<file path="config.mk">
export PLATFORM = sky130hd
export DESIGN_NAME = t05_stage_controller
export DESIGN_NICKNAME = d
export VERILOG_FILES = /design/src/rtl/t05_stage_controller.sv
export SDC_FILE = /design/constraint.sdc
export NUM_CORES = 1
export LEC_CHECK = 0
export CORE_UTILIZATION = 25
export DETAILED_ROUTE_END_ITERATION = 12
export GPL_TIMING_DRIVEN = 0
export PLACE_DENSITY = 0.48
export SYNTH_ARGS = -nofsm -noshare
export SYNTH_HDL_FRONTEND = slang
export SYNTH_SLANG_ARGS = --single-unit
</file>
<file path="constraint.sdc">
create_clock -name clk -period 3 [get_ports clk]
set_clock_uncertainty 0.05 [all_clocks]
set_input_delay 0.45 -clock clk [delete_from_list [all_inputs] [get_ports clk]]
set_output_delay 0.45 -clock clk [all_outputs]
set_load 0.01 [all_outputs]
</file>
<file path="src/rtl/t05_stage_controller.sv">
// Stage sequencer for the team_05 Huffman encoder: steps en_state through stages 1..5, grants the SRAM port to the active stage.
// Optional per-stage watchdog built when T05_WATCHDOG_EN is defined.
//
// state | meaning
// ------+--------------------------------------------
// IDLE  | 0: waiting for start
// S_HIST| 1: histogram stage active
// S_FREQ| 2: frequency-list stage active
// S_TREE| 3: tree-build stage active
// S_CODE| 4: codebook stage active
// S_XLAT| 5: translation stage active
// DONE  | 6: encode complete, waiting for start/abort
// ERROR | 7: bad finish code or watchdog timeout, waiting for abort
module t05_stage_controller #(
  parameter int                 WDT_W     = 24,
  parameter logic [WDT_W-1:0]   WDT_LIMIT = 24'hFF_FFFF
) (
  input  logic       clk,
  input  logic       rst,
  input  logic       start,
  input  logic       abort,
  input  logic [3:0] fin_state,
  input  logic [4:0] sram_req,
  output logic [3:0] en_state,
  output logic [4:0] sram_gnt,
  output logic       busy,
  output logic       done,
  output logic       error,
  output logic [3:0] err_stage,
  output logic       err_wdt
);

  typedef enum logic [3:0] {
    IDLE   = 4'd0,
    S_HIST = 4'd1,
    S_FREQ = 4'd2,
    S_TREE = 4'd3,
    S_CODE = 4'd4,
    S_XLAT = 4'd5,
    DONE   = 4'd6,
    ERROR  = 4'd7
  } state_t;

  state_t     state, state_n;
  logic [4:0] gnt_n;
  logic [3:0] err_stage_n;
  logic       err_wdt_n;
  logic       wdt_hit;
  logic [3:0] fin_ok_code;
  logic [4:0] stage_bit;

  assign fin_ok_code = state + 4'd1;
  assign stage_bit   = 5'b00001 << (state - 4'd1);

`ifdef T05_WATCHDOG_EN
  localparam logic [WDT_W-1:0] WDT_LAST = WDT_LIMIT - WDT_W'(1);
  logic [WDT_W-1:0] wdt_cnt;

  assign wdt_hit = (wdt_cnt == WDT_LAST);

  // Restarts on any state change, so each stage gets the full budget.
  always_ff @(posedge clk) begin
    if (rst)
      wdt_cnt <= '0;
    else if (state_n != state)
      wdt_cnt <= '0;
    else if (busy && (wdt_cnt != '1))
      wdt_cnt <= wdt_cnt + WDT_W'(1);
  end
`else
  logic unused_wdt;
  assign unused_wdt = ^WDT_LIMIT;
  assign wdt_hit    = 1'b0;
`endif

  always_comb begin
    state_n     = state;
    gnt_n       = '0;
    err_stage_n = err_stage;
    err_wdt_n   = err_wdt;
    case (state)
      IDLE: begin
        if (!abort && start) state_n = S_HIST;
      end
      S_HIST, S_FREQ, S_TREE, S_CODE, S_XLAT: begin
        if (abort) begin
          state_n     = IDLE;
          err_stage_n = 4'd0;
          err_wdt_n   = 1'b0;
        end else if (fin_state == fin_ok_code) begin
          state_n = state_t'(fin_ok_code);
        end else if (fin_state != 4'd0) begin
          state_n     = ERROR;
          err_stage_n = state;
          err_wdt_n   = 1'b0;
        end else if (wdt_hit) begin
          state_n     = ERROR;
          err_stage_n = state;
          err_wdt_n   = 1'b1;
        end else begin
          gnt_n = sram_req & stage_bit;
        end
      end
      DONE: begin
        if (abort)      state_n = IDLE;
        else if (start) state_n = S_HIST;
      end
      ERROR: begin
        if (abort) begin
          state_n     = IDLE;
          err_stage_n = 4'd0;
          err_wdt_n   = 1'b0;
        end
      end
      default: begin
        state_n     = IDLE;
        err_stage_n = 4'd0;
        err_wdt_n   = 1'b0;
      end
    endcase
  end

  always_ff @(posedge clk) begin
    if (rst) begin
      state     <= IDLE;
      sram_gnt  <= '0;
      err_stage <= 4'd0;
      err_wdt   <= 1'b0;
    end else begin
      state     <= state_n;
      sram_gnt  <= gnt_n;
      err_stage <= err_stage_n;
      err_wdt   <= err_wdt_n;
    end
  end

  assign en_state = state;
  assign busy     = (state >= S_HIST) && (state <= S_XLAT);
  assign done     = (state == DONE);
  assign error    = (state == ERROR);

endmodule
</file>
==> run metrics <==
final period utilization=0.8568; pwr dens=627.7 nW/um^2; post-synth cell types=38; crit-path max FO=8; Clock transition at path regs=0.09 ns; internal power=0.4420 mW; Yosys top cell area share=0.3010; peak supply drop=0.2759 mV; logic gate share of total power=0.578; commonest non-fill, non-tap cell in the layout=clkdlybuf4s50_1; main area contributors after synthesis=dfxtp_1 30%, ha_1 8.7%, xor2_1 4.1%, mux2i_1 3.5%, nor2_1 3.5%; Chip Width=60.81 microns; Post-DRT Antenna Nets=0; main flop type after synthesis=dfxtp_1; outcome=finished clean; RSZ-0062 raised after global routing=no; register bit total from synthesis=13; sequential area share after synthesis=0.3010; commonest non-fill, non-tap cells in the layout=28 x clkdlybuf4s50_1, 13 x dfxtp_1, 8 x nor2_1, 6 x inv_1, 6 x ha_1; Total Power=0.7697 mW; DRC=0; cell taking the most area after synthesis=dfxtp_1; Fill cells=345; maxcap violations=0; hold path depth=1; row count=20; Post-synth EDFFs=0; die area=3697 sq um; fmax=0.3890 GHz; switching power=0.3277 mW; endpoint class of the critical path=output pin; sequential share of power=0.274; routability cong.=0.7941; CP Class=flop to output pin; first-pass GRT wire length=3498 microns; Post-CTS Hold Buffers=0; Clock Power Share=0.147; Critical Path Source Type=flop; drt wl/cell=13.20 microns; Slew Viols, Final=0; Layout Nets=147; Final HPWL DP=1696 microns; I/O Buffers=28; worst skew pair latency=0.28 ns; largest net degree at the start of global routing=11; final setup fails=0; Worst-Margin Slew=1.204 ns; I/O Pins=30; initial drt markers=26; Num CTS Buffers=3; Worst Path Arrival=2.07 ns; Core ar.=3178 sq um; CP required=2.50 ns; area taken by multi-input logic gates=558.0 sq um; post-cts sizing count=0; synthesized instance count=95; GRT Total Usage=0.1326; register area=260.3 sq um; initial antenna violation count=0; Post-Syn Nets=114; Max clock buf depth=2; CTS root buf=clkbuf_4; number of global-route vias before repair=780; via count=838; min Tclk post-route=2.570 ns; area delta synth->final=41.82%; drt pass-1 iters=5; Chip Height=60.81 microns; synth warn=0; Sw Share=0.4257; Async S/R FF share, synth=0; clk sinks=13; DRT Wirelength=2257 microns; cell area after synthesis=864.6 sq um; initial core utilization=0.2720; n_diodes=0; final hold vios=0; GRT overflow=0; TritonCTS clock tree=done; reg2reg path depth=7; vias per cell=4.901; H-Tree Level Count=1; fraction of layout cells with a size suffix above 1=0.08661; slew margin rel.=0.1768; Post-CTS Setup Bufs=0; final setup TNS=0 ns; Static Leakage=0.4894 nW; Hold Crit Class=flop to flop; Syn Area/Cell=9.101 sq um
[per-layer routing]
layer / part of all wire / wire length (microns) / track usage
met2: 0.43 / 970 / 0.2072
met1: 0.48 / 1075 / 0.1684
met3: 0.069 / 155 / 0.02345
met5: 0 / 0 / 0
met4: 0.025 / 56 / 0.08442
[power by group through the flow]
| stage | sequential [mW] | combinational, mW | clock, mW |
|---|---|---|---|
| 2_1_floorplan | 0.216 | 0.300 | 0 |
| 3_3_place_gp | 0.217 | 0.443 | 0 |
| 3_5_place_dp | 0.216 | 0.442 | 0 |
| 4_1_cts | 0.212 | 0.446 | 0.119 |
| 5_1_grt | 0.214 | 0.488 | 0.124 |
| 6_report | 0.211 | 0.445 | 0.113 |
[worst max-delay path: stages (launching register included)]
cell and delay [ns]:
dfxtp_1 0.51, inv_1 0.19, ha_1 0.27, xnor2_1 0.14, nor2_1 0.05, nor2_1 0.09, clkdlybuf4s50_1 0.54
[state kept, by name, indices dropped and copies added (netlist names)]
register	flops
sram_gnt	5
err_stage	4
en_state	4
[logic make-up (layout without fill, tap and decap cells)]
kind of cell	count (synthesis)	in the layout	synth area share
AO/OA/AOI/OAI	16	16	0.1520
adder cells (fa/ha/maj)	6	6	0.08683
XOR/XNOR	7	7	0.07091
multiplexers	3	3	0.03473
buffers and inverters	10	42	0.05353
AND/OR/NAND/NOR	39	39	0.2967
flip-flops	13	13	0.3010
other	1	1	0.004337
[stage by stage]
step	instances	setup WS, ns	utilization	hold slack (ns)	instance area, sq um
after floorplan	95	0.8422	-	0.4493	864.6
after global placement	167	0.2673	0.3776	0.4166	1200
after detailed placement	167	0.3753	0.3776	0.4196	1200
after CTS	171	0.4030	0.3858	0.4310	1226
after global routing	171	0.2983	0.3858	0.4502	1226
final	171	0.4296	0.3858	0.4265	1226
[final timing paths]
path,start,slack (ns),end
hold reg to reg,err_stage[3],0.43,err_stage[3]
hold / removal,err_stage[3],0.43,err_stage[3]
setup reg to reg,en_state[0],0.47,en_state[1]
setup / recovery,en_state[0],0.43,busy
[final cells by class]
class	instances	area share
flip-flops and latches	13	0.2122
multi-input cells	72	0.4551
inverters	6	0.01837
repair buffers	28	0.2286
clock buffers	4	0.02143
well taps	44	0.04490
plain buffers	4	0.01939
[cell usage after synthesis, types with 3 or more instances]
master and number:
dfxtp_1 13, nor2_1 8, ha_1 6, inv_1 6, and3_1 4, nand2b_1 4, xor2_1 4, a32oi_1 3
mux2i_1 3, nor2b_1 3, o32ai_1 3, xnor2_1 3
No activity file was read; power rests on OpenSTA's default activity.
